===== src/rtl/id_ex_stage_pkg.sv =====
// Shared constants for the ID/EX boundary: datapath widths and the layout of
// the packed control bundle used by the decoder, this register and EX.
package id_ex_stage_pkg;

  localparam int XLEN   = 32;
  localparam int REG_AW = 5;
  localparam int CTRL_W = 11;

  // Control bundle bit positions, MSB first:
  // reg_write, mem_read, mem_write, result_src[1:0], alu_src, alu_ctrl[2:0], branch, jump
  localparam int CTRL_REG_WRITE     = 10;
  localparam int CTRL_MEM_READ      = 9;
  localparam int CTRL_MEM_WRITE     = 8;
  localparam int CTRL_RESULT_SRC_HI = 7;
  localparam int CTRL_RESULT_SRC_LO = 6;
  localparam int CTRL_ALU_SRC       = 5;
  localparam int CTRL_ALU_CTRL_HI   = 4;
  localparam int CTRL_ALU_CTRL_LO   = 2;
  localparam int CTRL_BRANCH        = 1;
  localparam int CTRL_JUMP          = 0;

  localparam logic [CTRL_W-1:0] CTRL_NOP = '0;

  typedef struct packed {
    logic       reg_write;
    logic       mem_read;
    logic       mem_write;
    logic [1:0] result_src;
    logic       alu_src;
    logic [2:0] alu_ctrl;
    logic       branch;
    logic       jump;
  } ctrl_t;

  // A non-valid slot must never carry side-effecting control into EX.
  function automatic logic [CTRL_W-1:0] ctrl_gate(input logic valid,
                                                  input logic [CTRL_W-1:0] ctrl);
    return valid ? ctrl : CTRL_NOP;
  endfunction

endpackage


===== src/rtl/id_ex_stage_wb_bypass_sel.sv =====
// Next-value select for one ID/EX operand: WB data wins on a matching non-x0
// write, otherwise the register file value (capture) or the held value (stall).
module wb_bypass_sel #(
  parameter int XLEN   = 32,
  parameter int REG_AW = 5
) (
  input  logic [REG_AW-1:0] rs,
  input  logic [XLEN-1:0]   rf_data,
  input  logic [XLEN-1:0]   held_data,
  input  logic              wb_we,
  input  logic [REG_AW-1:0] wb_rd,
  input  logic [XLEN-1:0]   wb_wd,
  input  logic              sel_hold,
  output logic [XLEN-1:0]   next_data
);

  logic w_hit;

  assign w_hit = wb_we && (wb_rd != '0) && (wb_rd == rs);

  always_comb begin
    next_data = sel_hold ? held_data : rf_data;
    if (w_hit) next_data = wb_wd;
  end

endmodule


===== src/rtl/id_ex_stage.sv =====
// ID/EX pipeline register with WB bypass at capture and WB snooping of held
// operands while stalled. Priority per edge: rst > flush > stall > load.
module id_ex_stage #(
  parameter int XLEN   = id_ex_stage_pkg::XLEN,
  parameter int REG_AW = id_ex_stage_pkg::REG_AW,
  parameter int CTRL_W = id_ex_stage_pkg::CTRL_W
) (
  input  logic              clk,
  input  logic              rst,
  input  logic              id_valid,
  input  logic [XLEN-1:0]   id_pc,
  input  logic [XLEN-1:0]   id_pc_plus4,
  input  logic [REG_AW-1:0] id_rs1,
  input  logic [REG_AW-1:0] id_rs2,
  input  logic [REG_AW-1:0] id_rd,
  input  logic [XLEN-1:0]   rf_rd1,
  input  logic [XLEN-1:0]   rf_rd2,
  input  logic [XLEN-1:0]   id_imm,
  input  logic [CTRL_W-1:0] id_ctrl,
  input  logic              wb_we,
  input  logic [REG_AW-1:0] wb_rd,
  input  logic [XLEN-1:0]   wb_wd,
  input  logic              stall,
  input  logic              flush,
  output logic              ex_valid,
  output logic [XLEN-1:0]   ex_pc,
  output logic [XLEN-1:0]   ex_pc_plus4,
  output logic [REG_AW-1:0] ex_rs1,
  output logic [REG_AW-1:0] ex_rs2,
  output logic [REG_AW-1:0] ex_rd,
  output logic [XLEN-1:0]   ex_rd1,
  output logic [XLEN-1:0]   ex_rd2,
  output logic [XLEN-1:0]   ex_imm,
  output logic [CTRL_W-1:0] ex_ctrl
);

  import id_ex_stage_pkg::*;

  logic              r_valid;
  logic [XLEN-1:0]   r_pc;
  logic [XLEN-1:0]   r_pc_plus4;
  logic [REG_AW-1:0] r_rs1;
  logic [REG_AW-1:0] r_rs2;
  logic [REG_AW-1:0] r_rd;
  logic [XLEN-1:0]   r_rd1;
  logic [XLEN-1:0]   r_rd2;
  logic [XLEN-1:0]   r_imm;
  logic [CTRL_W-1:0] r_ctrl;

  logic [REG_AW-1:0] w_rs1_sel;
  logic [REG_AW-1:0] w_rs2_sel;
  logic              w_bypass_we;
  logic [XLEN-1:0]   w_rd1_next;
  logic [XLEN-1:0]   w_rd2_next;

  // While stalled the comparison is against the held source regs, and a
  // bubble (ex_valid=0) is left alone so it never picks up WB traffic.
  assign w_rs1_sel   = stall ? r_rs1 : id_rs1;
  assign w_rs2_sel   = stall ? r_rs2 : id_rs2;
  assign w_bypass_we = wb_we & (~stall | r_valid);

  wb_bypass_sel #(.XLEN(XLEN), .REG_AW(REG_AW)) u_sel_rd1 (
    .rs        (w_rs1_sel),
    .rf_data   (rf_rd1),
    .held_data (r_rd1),
    .wb_we     (w_bypass_we),
    .wb_rd     (wb_rd),
    .wb_wd     (wb_wd),
    .sel_hold  (stall),
    .next_data (w_rd1_next)
  );

  wb_bypass_sel #(.XLEN(XLEN), .REG_AW(REG_AW)) u_sel_rd2 (
    .rs        (w_rs2_sel),
    .rf_data   (rf_rd2),
    .held_data (r_rd2),
    .wb_we     (w_bypass_we),
    .wb_rd     (wb_rd),
    .wb_wd     (wb_wd),
    .sel_hold  (stall),
    .next_data (w_rd2_next)
  );

  always_ff @(posedge clk or posedge rst) begin
    if (rst) begin
      r_valid    <= 1'b0;
      r_pc       <= '0;
      r_pc_plus4 <= '0;
      r_rs1      <= '0;
      r_rs2      <= '0;
      r_rd       <= '0;
      r_rd1      <= '0;
      r_rd2      <= '0;
      r_imm      <= '0;
      r_ctrl     <= CTRL_NOP;
    end else if (flush) begin
      // Data fields deliberately hold; only the qualifiers are killed.
      r_valid <= 1'b0;
      r_ctrl  <= CTRL_NOP;
    end else if (stall) begin
      r_rd1 <= w_rd1_next;
      r_rd2 <= w_rd2_next;
    end else begin
      r_valid    <= id_valid;
      r_pc       <= id_pc;
      r_pc_plus4 <= id_pc_plus4;
      r_rs1      <= id_rs1;
      r_rs2      <= id_rs2;
      r_rd       <= id_rd;
      r_rd1      <= w_rd1_next;
      r_rd2      <= w_rd2_next;
      r_imm      <= id_imm;
      r_ctrl     <= ctrl_gate(id_valid, id_ctrl);
    end
  end

  assign ex_valid    = r_valid;
  assign ex_pc       = r_pc;
  assign ex_pc_plus4 = r_pc_plus4;
  assign ex_rs1      = r_rs1;
  assign ex_rs2      = r_rs2;
  assign ex_rd       = r_rd;
  assign ex_rd1      = r_rd1;
  assign ex_rd2      = r_rd2;
  assign ex_imm      = r_imm;
  assign ex_ctrl     = r_ctrl;

endmodule


===== config.mk =====
export PLATFORM = sky130hd
export DESIGN_NAME = id_ex_stage
export DESIGN_NICKNAME = d
export VERILOG_FILES = /design/src/rtl/id_ex_stage_pkg.sv /design/src/rtl/id_ex_stage_wb_bypass_sel.sv /design/src/rtl/id_ex_stage.sv
export SDC_FILE = /design/constraint.sdc
export NUM_CORES = 1
export LEC_CHECK = 0
export CAP_MARGIN = 20
export CORE_AREA = 5 5 159 161
export CTS_CLUSTER_DIAMETER = 30
export DETAILED_ROUTE_END_ITERATION = 6
export DIE_AREA = 0 0 164 166
export GPL_ROUTABILITY_DRIVEN = 0
export PLACE_DENSITY = 0.77
export SLEW_MARGIN = 20
export SYNTH_ARGS = -nofsm -noshare
export SYNTH_HDL_FRONTEND = slang
export SYNTH_SLANG_ARGS = --single-unit

===== constraint.sdc =====
create_clock -name clk -period 20.5 [get_ports clk]
set_clock_uncertainty 0.1 [all_clocks]
set_input_delay 4.1 -clock clk [delete_from_list [all_inputs] [get_ports clk]]
set_output_delay 4.1 -clock clk [all_outputs]
set_load 0.05 [all_outputs]

==> results of run 1 <==
worst max path at each step:
stage,startpoint,endpoint,cells past startpoint
after detailed placement,flush,ex_pc_plus4[5],5
after floorplan,rst,ex_ctrl[0],1
after global placement,flush,ex_pc[11],5
after global routing,flush,ex_rd1[3],7
final,flush,ex_pc_plus4[5],5
after CTS,flush,ex_pc_plus4[5],5
kinds of logic (layout without fill, tap and decap cells):
family | Yosys count | after routing | share of synthesized area (%)
AOI/OAI and AO/OA | 143 | 143 | 14.5
xor gates and xnor gates | 10 | 10 | 1.10
buffers and inverters | 52 | 460 | 3.79
DFF | 187 | 187 | 59.0
muxes | 121 | 121 | 17.0
and+or+nand+nor | 87 | 87 | 4.58
flip-flops by register name, summed over array words and instances (netlist names):
signal	cells
ex_imm	32
ex_pc	32
ex_pc_plus4	32
ex_rd1	32
ex_rd2	32
ex_ctrl	11
ex_rd	5
ex_rs1	5
ex_rs2	5
ex_valid	1
Yosys cell counts:
cell type,count
a21oi_1,1
a22oi_1,11
buf_1,3
buf_2,21
buf_6,9
buf_8,1
clkbuf_1,16
dfrtp_1,187
inv_1,2
mux2_2,111
mux2i_1,10
nand2_1,2
nand3b_1,2
nand4_2,2
nor2_1,77
nor2b_1,1
o21ai_0,64
o21ai_1,2
o221a_1,64
o221a_2,1
or2_1,2
or4_1,1
xor2_1,10
stage by stage:
| stage | worst slack, ps | cell area [um2] | total power [mW] |
|---|---|---|---|
| floorplan | 11210 | 7930 | 0.722 |
| global placement | 12820 | 12300 | 0.901 |
| detailed placement | 12800 | 12300 | 0.908 |
| CTS | 13260 | 12900 | 1.25 |
| global route | 13000 | 12900 | 1.29 |
| finish | 13260 | 12900 | 1.24 |
layer usage:
metal | track usage [%] | vias to the layer above | part of all wire, %
li1 | - | 2994 | -
met1 | 24.3 | 3276 | 38
met2 | 33.9 | 309 | 49
met3 | 7.25 | 50 | 9.8
met4 | 7.18 | 0 | 3.0
met5 | 0 | - | 0
report_power, final:
| group | switching [mW] | total (mW) | internal, mW | leakage (nW) |
|---|---|---|---|---|
| clock | 0.163 | 0.339 | 0.176 | 0.292 |
| combinational | 0.273 | 0.448 | 0.175 | 2.60 |
| sequential | 0.0293 | 0.449 | 0.420 | 2.17 |
area by class of cell:
type                       instances  area [um2]  area share (%)
clock buffer                      18         429            3.32
multi-input combinational        361        2980            23.1
inverter                           2        15.0           0.116
timing repair buffer             426        4240            32.8
sequential                       187        4680            36.2
tap                              324         405            3.14
clock inverter                    14         173            1.34
worst reg2reg max path, cell delays in order (launching register included):
cell and delay (ps):
dfrtp_1 400, mux2i_1 180, xor2_1 200, nand4_2 480, or2_1 650, buf_4 340
o221a_1 270
==> summary.md, run 1 <==
For the number of global-route vias before repair, the log shows 7257. The logs give 7930 um2 for the area of the mapped netlist and 829 for the total nets after synthesis. Measured against its own limit, the worst slew margin works out to 25.7%. The worst hold path begins at ex_imm[4]. On the final layout, the worst hold slack is 406 ps. The worst hold path terminates at ex_imm[4]. The count of buffers added on input and output ports is 415. The standard-cell row count was 57. During synthesis, Yosys emitted a total of 0 warnings. The run gives 4 as the H-tree level count.

The endpoint of the lowest-slack register-to-register path is ex_rd1[1]. The number of antenna diodes in the final layout is 0. Count of pins over their slew limit: 0.

Synthesis inferred 187 register bits. The first global-routing pass estimated 43.1 mm of wire. For this run, design rule violations remaining after detail routing come to 0.

The insertion delay to the later sink of the worst-skew pair was 420 ps. Of all cell types, the one taking the most synthesized area is dfrtp_1. The region available for standard cell placement spans 23800 um2. For this design, the CTS-stage hold fixing added 0 buffers. The clock passes through at most 2 buffers.

Slowest cell on the critical path: buf_4. The sum of routed wire length over all layers came out at 28.0 mm. Cell area power density: 95.7 nW/um2. During I/O placement, the number of pins put on the boundary was 416. The overall die area is 27200 um2, and the sum of buffers and inverters on the critical path is 3. Before antenna repair, the detailed router went through 4 iterations.

The classification of the worst setup path was in -> reg. The flow ran to the end, and the final reports show no timing, DRC or antenna violations. After synthesis, flip-flops and latches occupy 59.0% of the total area. The required time at the worst-slack endpoint is 20700 ps. TritonCTS built the clock tree.

The logs give 0 for the number of antenna-violating nets in the routed design and 23 for the distinct cell type count of the synthesized netlist. For this configuration, the core starts out at a cell density of 33.3%. In this run the worst hold path is classified as reg -> reg. Setup-violating endpoint count in the final report: 0.

After clock tree synthesis, the clock-pin slew on the worst setup and hold paths is 70 ps. The analysis attributes to cell leakage a power of 5.06 nW. After synthesis, the cell types taking the most area are dfrtp_1 (59%), mux2_2 (16%), o221a_1 (9.1%), o21ai_0 (4.0%), nor2_1 (3.6%).

In this run the critical register-to-register path is launched from ex_rs1[2]. The number of nets in the layout is 1224. The finished layout holds 1332 standard cells, fillers aside.

The total vias in the final route came out at 6629. In this design, the stage delay of the slowest critical-path cell is 970 ps. Using the TritonRoute via totals, the vias-per-cell ratio works out to 4.98.

Worst hold path cell count: 1. The signal on the critical path passes through clkdlybuf4s50_1 > nor2_4 > buf_4 > buf_4 > mux2_2. The post-cts repair resize count came out at 0. Of all nets on the critical path, the largest fanout is 90. The run gives 17760 ps as the slack of the worst reg-to-reg path. Final critical-path share of the clock period: 35.3%. The count of buffers added by post-CTS timing repair for setup came out at 0.

The number of buffers inserted during clock tree synthesis was 17. The worst setup path is captured at a register. Dividing the detail-routed wire length by the instance count gives 21.1 um. The worst register-to-register path has a depth of 6. Cells fill 54.2% of the core in the end.

The share of final-layout standard cells stronger than drive strength 1 is 15.9%. Global routing finished with a remaining overflow of 0. The layout-stage area growth over the synthesis result was 62.9%; the maximum number of pins on one net before global-route repair was 131.

The tools report the sort of element at the start of the critical path as a primary input. In the layout the commonest cells are clkdlybuf4s50_1 (415), dfrtp_1 (187), mux2_2 (111), nor2_1 (76). Timing would allow up to 0.138 GHz. Share of the synthesized area in the top cell type: 59.0%. Setup repair after global routing left no endpoint under its margin. For the detailed placement HPWL, the log shows 20.7 mm. The data arrival time of the worst path came out at 7440 ps. The gate family responsible for the most delay along the worst path is buffers and inverters. The run gives 480 as the number of DRC markers after the initial detailed-route iteration. Initial antenna violation count: 0. The total instance count after detailed placement was 1300; the vertical extent of the die was 166 um. The die is 164 um wide. The cell at the root of the clock tree is clkbuf_16. Counting stages on the worst path, the most repeated cell is buf_4. The maximum vdd drop is 0.0000517 V, and the slew at the pin closest to its max-slew limit is 1110 ps. The most common cell after layout, fill and taps aside was clkdlybuf4s50_1. The count of final hold-check violations is 0, and the final critical-path required period is 7240 ps. The count of maximum capacitance violations is 0, and the synthesized area divided by synthesized cell count is 13.2 um2.

The global-route usage over all layers is 20.4%, and the CTS sink count is 187. The tools report the number of inserted filler cells in the final layout as 2107. The synthesized netlist cell count was 600. The tools report the sum of negative setup slack as 0 ps.
Power figures use the tool's default switching activity.
==> run 2, diff against run 1 <==
--- a/config.mk
+++ b/config.mk
@@ -11,7 +11,7 @@
 export DETAILED_ROUTE_END_ITERATION = 6
 export DIE_AREA = 0 0 164 166
 export GPL_ROUTABILITY_DRIVEN = 0
-export PLACE_DENSITY = 0.77
+export PLACE_DENSITY = 0.8
 export SLEW_MARGIN = 20
 export SYNTH_ARGS = -nofsm -noshare
 export SYNTH_HDL_FRONTEND = slang
==> constraint.sdc (replaced) <==
create_clock -name clk -period 6 [get_ports clk]
set_clock_uncertainty 0.1 [all_clocks]
set_input_delay 1.2 -clock clk [delete_from_list [all_inputs] [get_ports clk]]
set_output_delay 1.2 -clock clk [all_outputs]
set_load 0.05 [all_outputs]
==> run 2 against run 1 <==
Worst setup slack worse by 11000 ps. Combinational power grew to 3.4 times the previous value. Sequential cell count stayed put. Global-route usage increased by 0.26 points. Core utilization up 0.084 points. Power rose to 3.4 times the previous value. Wire length is 2.1% higher. Sequential share of layout area down 0.056 points. Critical path depth up 2. Sequential power grew to 3.4 times the previous value. First-iteration DRC count fell by 23%. Design area is 0.16% higher. Largest power group unchanged.
==> summary.md, run 2 (synthesized netlist as in run 1, its figures left out) <==
The worst hold path cell count works out to 1 (unchanged). Setup repair after global routing left no endpoint under its margin. The leftover overflow at the end of global routing is 0 (unchanged), and the number of inserted filler cells in the final layout is 2061 (-2.2%).

The first-pass GRT wire length is 43.3 mm (+0.48%). The combined flip-flop and latch cell area is 4680 um2 (unchanged), and the count of maximum capacitance violations is 0 (unchanged). TritonCTS built the clock tree.

The post-route total power is 4.20 mW (+240%), and the required time at the worst-slack endpoint is 6250 ps (-14450 ps). The data arrival time of the worst path was 4260 ps (-3180 ps); the final critical-path required period was 4010 ps. The count of buffers added by post-CTS timing repair for setup was 0 (unchanged); the clock transition at the registers of the reported paths was 80 ps (about the same).

The number of optimization iterations in the first detailed-route pass came out at 5 (+1). The library cells used most frequently in the layout, excluding fill and tap cells, are clkdlybuf4s50_1 (415), dfrtp_1 (187), mux2_2 (111), nor2_1 (76). The setup slack of the critical path after layout was 1990 ps (-11270 ps). Slowest cell on the critical path: clkdlybuf4s50_1. The switching power share of the total came out at 38.2% (+0.52 points).

The cell area power density was 324 nW/um2 (+240%); the detailed placement HPWL was 21.5 mm (+3.8%). Total vias in the final route: 6698 (+1.0%). Number of hold-repair buffers added at the cts stage: 0 (unchanged). Element type at the critical path end: a register.

The logs give 371 (-23%) for the number of DRC markers after the initial detailed-route iteration and 36.5% (+0.3 points) for the share of total power in combinational logic. The share of final-layout standard cells stronger than drive strength 1 was 16.0% (+0.099 points); the worst-case clock buffer depth was 2 (unchanged). The sum of routed wire length over all layers is 28.6 mm (+2.1%), and the switching component of the power is 1.60 mW (+240%). The sequential power share was 36.6% (+0.3 points); the global-route usage over all layers was 20.6% (+0.26 points).

For the portion of total power attributed to the clock network, the log shows 26.8% (-0.6 points). The peak per-stage delay on the critical path came out at 980 ps (about the same). The detailed-route wire length per cell was 21.4 um (+1.8%); the initial antenna violation count was 4 (+4).

The count of pins over their slew limit is 0 (unchanged). The run gives 0 (unchanged) as the post-cts repair resize count. The cell at the root of the clock tree was clkbuf_16. The most crowded layer after global routing is met2. The number of port buffers was 415 (unchanged).

Compared with the post-synthesis result, the final layout area differs by 63.2%. The run gives 2.60 mW (+240%) as the internal power summed over all cells. The effective utilization at floorplan was 33.3% (unchanged). The tools report the final standard cell count with taps included and fillers excluded as 1336 (+0.30%). For the overall die area, the log shows 27200 um2 (unchanged).

The CTS sink count was 187 (unchanged). The setup-violating endpoint count in the final report came out at 0 (unchanged). The insertion delay to the later sink of the worst-skew pair came out at 420 ps (about the same). The run gives 7.35% (+0.099 points) as the global routing met3 resource utilization. The tools report the total instance count after detailed placement as 1300 (unchanged). The tightest min-delay check is of the reg -> reg type. The tools report the maximum number of pins on one net before global-route repair as 106 (-19%).

STA classifies the critical path startpoint as a primary input. The worst reg2reg path depth is 6 (unchanged), and the highest achievable clock rate is 0.250 GHz. The signal on the critical path passes through clkdlybuf4s50_1 > mux2i_1 > xor2_1 > nand4_2 > buf_4 > o21ai_4 > o221a_1.

The number of buffers inserted during clock tree synthesis was 17 (unchanged); the final routed DRC violation total was 0 (unchanged). The number of antenna-violating nets in the routed design was 0 (unchanged); the slew at the pin closest to its max-slew limit was 1040 ps (-70.3 ps). The worst slack at placement was 1520 ps (-11280 ps); the count of boundary I/O pins was 416 (unchanged).

The run gives 23.4% (-0.92 points) as the met1 track utilization from global routing. The logs give 5.06 nW (about the same) for the leakage component of the power and 23800 um2 (unchanged) for the area inside the core boundary. The run gives 2980 um2 (unchanged) as the area of the multi-input gates. The count of final hold-check violations came out at 0 (unchanged). The largest fanout of any net on the critical path is 34 (-62%).

Classification of the worst setup path: in -> reg. The width of the die came out at 164 um (unchanged). The run gives 7179 (-1.1%) as the number of global-route vias before repair. The post-detailed-route via-to-cell ratio is 5.01 (+0.74%), and the final critical-path share of the clock period is 66.8%. The library cell used most frequently in the layout, excluding fill and tap cells, is clkdlybuf4s50_1.

The run gives 0.000162 V (+210%) as the maximum vdd drop. The flow ran to the end, and the final reports show no timing, DRC or antenna violations. Number of nets in the layout: 1224 (unchanged).

The run gives 4 (unchanged) as the H-tree level count. The global-route track usage on met2 came out at 36.0% (+2.0 points). The sum of negative setup slack was 0 ps (unchanged). The vertical extent of the die came out at 166 um (unchanged). For the standard-cell row count, the log shows 57 (unchanged). For the worst slew margin relative to its limit, the log shows 30.2% (+4.4 points).
run 2: cell count changes in the layout (fill, tap and decap cells not counted), sizes merged:
cell | before | now
diode | 0 | 4
clkinv | 5 | 6
bufinv | 1 | 0
run 2: final timing paths:
kind	start	end	slack, ps
worst max-delay path	stall	ex_rd1[24]	1990
worst min-delay path	ex_pc_plus4[8]	ex_pc_plus4[8]	410
worst max register to register	ex_rs1[2]	ex_rd1[24]	3500
min in group asynchronous	rst	ex_pc_plus4[10]	1180
max in group asynchronous	rst	ex_imm[11]	3370
worst min register to register	ex_pc_plus4[8]	ex_pc_plus4[8]	410
run 2: power groups by stage:
stage / Combinational, mW / Sequential (mW) / Clock [mW]
6_report: 1.53 / 1.54 / 1.13
5_1_grt: 1.60 / 1.56 / 1.22
3_5_place_dp: 1.54 / 1.56 / 0
3_3_place_gp: 1.53 / 1.55 / 0
4_1_cts: 1.55 / 1.54 / 1.16
2_1_floorplan: 0.294 / 2.17 / 0
run 2: metrics by stage:
step                utilization [%]  cell area [um2]  hold slack, ps
floorplan                         -             7930             741
global placement               51.8            12400             388
detailed placement             51.8            12400             394
CTS                            54.3            12900             411
global route                   54.3            12900             419
finish                         54.3            12900             408
run 2: area by class of cell:
cell class | instances | share of cell area (%)
diodes | 4 | 0.0774
well taps | 324 | 3.13
repair buffers | 426 | 33.0
clock inverters | 14 | 1.15
clock buffers | 18 | 3.32
inverters | 2 | 0.0870
multi-input cells | 361 | 23.0
flip-flops and latches | 187 | 36.2
run 2: routing by layer:
metal  vias up  wire, um
met5         -         0
met4         0       680
met3        32      2500
met2       301     14800
met1      3357     10600
li1       3008         -
run 2: worst max-delay path: cells and delay by family:
| kind | cells | cell delay [ps] |
|---|---|---|
| multiplexers | 1 | 320 |
| XOR/XNOR | 1 | 200 |
| buffers and inverters | 2 | 1230 |
| AO/OA/AOI/OAI | 2 | 1170 |
| AND/OR/NAND/NOR | 1 | 110 |
==> run 3, diff against run 2 <==
==> constraint.sdc (replaced) <==
create_clock -name clk -period 3.37 [get_ports clk]
set_clock_uncertainty 0.1 [all_clocks]
set_input_delay 0.674 -clock clk [delete_from_list [all_inputs] [get_ports clk]]
set_output_delay 0.674 -clock clk [all_outputs]
set_load 0.05 [all_outputs]
==> run 3 against run 2 <==
Sequential power grew 77%. Via count down 1.4%. Critical path type unchanged. Worst hold slack worse by 2.3 ps. Largest power group is now combinational cells. Wire length decreased by 2.8%. Combinational power rose by 79%. Non-clock buffer count increased by 6.
==> summary.md, run 3 (synthesized netlist as in run 1, its figures left out) <==
The count of pins over their slew limit came out at 0 (unchanged). The insertion delay to the later sink of the worst-skew pair came out at 420 ps (about the same). The initial antenna violation count was 2 (-2). The number of port buffers was 415 (unchanged).

The sort of element at the start of the critical path is a primary input. The logs give 1230 (+0.49%) for the number of nets in the layout and 0.000283 V (+75%) for the maximum vdd drop. The highest achievable clock rate was 0.360 GHz.

The logs give 4 (unchanged) for the H-tree level count and 2980 ps (-1280 ps) for the data arrival time of the worst path. Leaving out fill and tap cells, the most frequent cell in the layout is clkdlybuf4s50_1. Setup repair after global routing left no endpoint under its margin. The CTS sink count is 187 (unchanged), and the post-route total power is 7.46 mW (+78%). The largest fanout of any net on the critical path was 33 (-2.9%); the share of final-layout standard cells stronger than drive strength 1 was 16.4% (+0.40 points). Relative to the synthesized area, the layout overhead comes to 64.3%.

The cell area power density was 572 nW/um2 (+76%). The worst hold path cell count is 1 (unchanged). The worst setup path is captured at a register.

The setup-violating endpoint count in the final report was 0 (unchanged). The final routed DRC violation total is 0 (unchanged), and the detailed-route wire length per cell is 20.8 um (-3.0%). The final critical-path share of the clock period is 82.4%, and the number of hold-repair buffers added at the cts stage is 0 (unchanged). The final critical-path required period is 2780 ps, and the overall die area is 27200 um2 (unchanged). The worst hold path begins at ex_imm[25]. Number of optimization iterations in the first detailed-route pass: 4 (-1). The maximum number of pins on one net before global-route repair is 101 (-4.7%). Among all stages on the critical path, the largest delay is contributed by or4_1. The worst reg2reg path depth is 7 (+1), and the count of maximum capacitance violations is 0 (unchanged). For the count of buffers added by post-CTS timing repair for setup, the log shows 0 (unchanged). The endpoint of the lowest-slack register-to-register path is ex_rd2[7].

The peak per-stage delay on the critical path was 550 ps (-430 ps). Sum of buffers and inverters on the critical path: 3 (+1). Worst-case hold path end point: ex_imm[25]. The detailed placement HPWL was 20.8 mm (-3.1%). For the number of DRC markers after the initial detailed-route iteration, the log shows 301 (-19%). The tree is rooted in a clkbuf_16. The top cell types in the final layout, fill and taps aside, are clkdlybuf4s50_1 (415), dfrtp_1 (187), mux2_2 (111), nor2_1 (76). The tools report the total vias in the final route as 6606 (-1.4%).

The number of global-route vias before repair is 7022 (-2.2%). TritonCTS built the clock tree. The worst setup path is of the in -> reg kind. The critical path goes through clkdlybuf4s50_1 > or4_1 > o221a_2 > nand4_2 > buf_4 > o21ai_4 > buf_12 > o221a_1. In this run the worst hold path is classified as reg -> reg.

The slew at the pin closest to its max-slew limit was 850 ps (-193 ps). The run gives 41.8 mm (-3.4%) as the first-pass GRT wire length. The number of buffers inserted during clock tree synthesis came out at 17 (unchanged).

The tools report the standard-cell row count as 57 (unchanged). The count of final hold-check violations is 0 (unchanged), and the count of boundary I/O pins is 416 (unchanged). The sum of routed wire length over all layers was 27.8 mm (-2.8%). The worst register-to-register path begins at ex_rs2[0]. The post-cts repair resize count came out at 0 (unchanged). The run gives 0 (unchanged) as the number of antenna-violating nets in the routed design. The run finished with clean final reports. The effective utilization at floorplan is 33.3% (unchanged), and the vertical extent of the die is 166 um (unchanged). The gate family responsible for the most delay along the worst path is buffers and inverters. The post-detailed-route via-to-cell ratio works out to 4.93 (-1.6%).

The global-route usage over all layers is 19.9% (-0.76 points), and the leakage component of the power is 5.11 nW (+0.92%). For the leftover overflow at the end of global routing, the log shows 0 (unchanged). The tools report the worst-case clock buffer depth as 2 (unchanged). The worst slew margin relative to its limit came out at 43.2% (+13 points).

The clock transition at the registers of the reported paths works out to 70 ps (about the same). The run gives 3570 ps (-2680 ps) as the required time at the worst-slack endpoint. For the slack of the worst reg-to-reg path, the log shows 1340 ps (-2160 ps).

The tools report the sum of negative setup slack as 0 ps (unchanged). The run gives 23800 um2 (unchanged) as the area inside the core boundary. The width of the die came out at 164 um (unchanged).
==> run 3: cell types whose count changed in the layout (fill, tap and decap cells not counted), sizes merged <==
cell | before | now
clkinvlp | 1 | 2
diode | 4 | 1
inv | 9 | 8
buf | 11 | 17
==> run 3: worst max-delay path by stage <==
stage	to	slack (ps)	start	depth (start not counted)
finish	ex_rd2[7]	590	wb_rd[1]	8
CTS	ex_rd1[21]	620	wb_rd[1]	8
global route	ex_rd1[6]	540	wb_rd[1]	8
global placement	ex_rd2[27]	170	wb_rd[1]	8
detailed placement	ex_rd1[22]	150	wb_rd[1]	8
floorplan	ex_ctrl[0]	190	rst	1
==> run 3: report_power, final <==
part	total (mW)	internal [mW]	switching, mW
sequential	2.73	2.55	0.179
combinational	2.74	1.08	1.66
clock	1.99	0.994	0.994
total	7.46	4.63	2.83
==> run 3: worst register-to-register path: stages (launching register included) <==
cell and delay (ps):
dfrtp_1 410, mux2i_1 190, xor2_1 210, nand4_2 140, buf_4 270, o21ai_4 190
buf_12 220, o221a_1 230
==> run 3: metal layers <==
layer | global-route usage [%] | wire length, um | vias to the layer above
met2 | 34.9 | 14400 | 289
li1 | - | - | 3006
met4 | 5.29 | 482 | 2
met3 | 7.07 | 2500 | 31
met1 | 22.8 | 10400 | 3278
met5 | 0 | 13 | -
==> run 3: layout make-up <==
type	instances	area, um2
sequential	187	4680
clock inverter	14	153
antenna	1	2.50
timing repair buffer	432	4370
clock buffer	18	429
multi-input combinational	361	2980
inverter	2	11.3
fill	2047	10800
tap	324	405
==> run 3: through the flow <==
step	worst slack [ps]	util (%)	instances	hold WS [ps]	instance area, um2
finish	592	54.7	1339	406	13000
global route	537	54.7	1339	424	13000
CTS	621	54.7	1338	412	13000
detailed placement	155	52.2	1306	394	12400
global placement	171	52.2	1306	388	12400
floorplan	190	-	600	640	7930
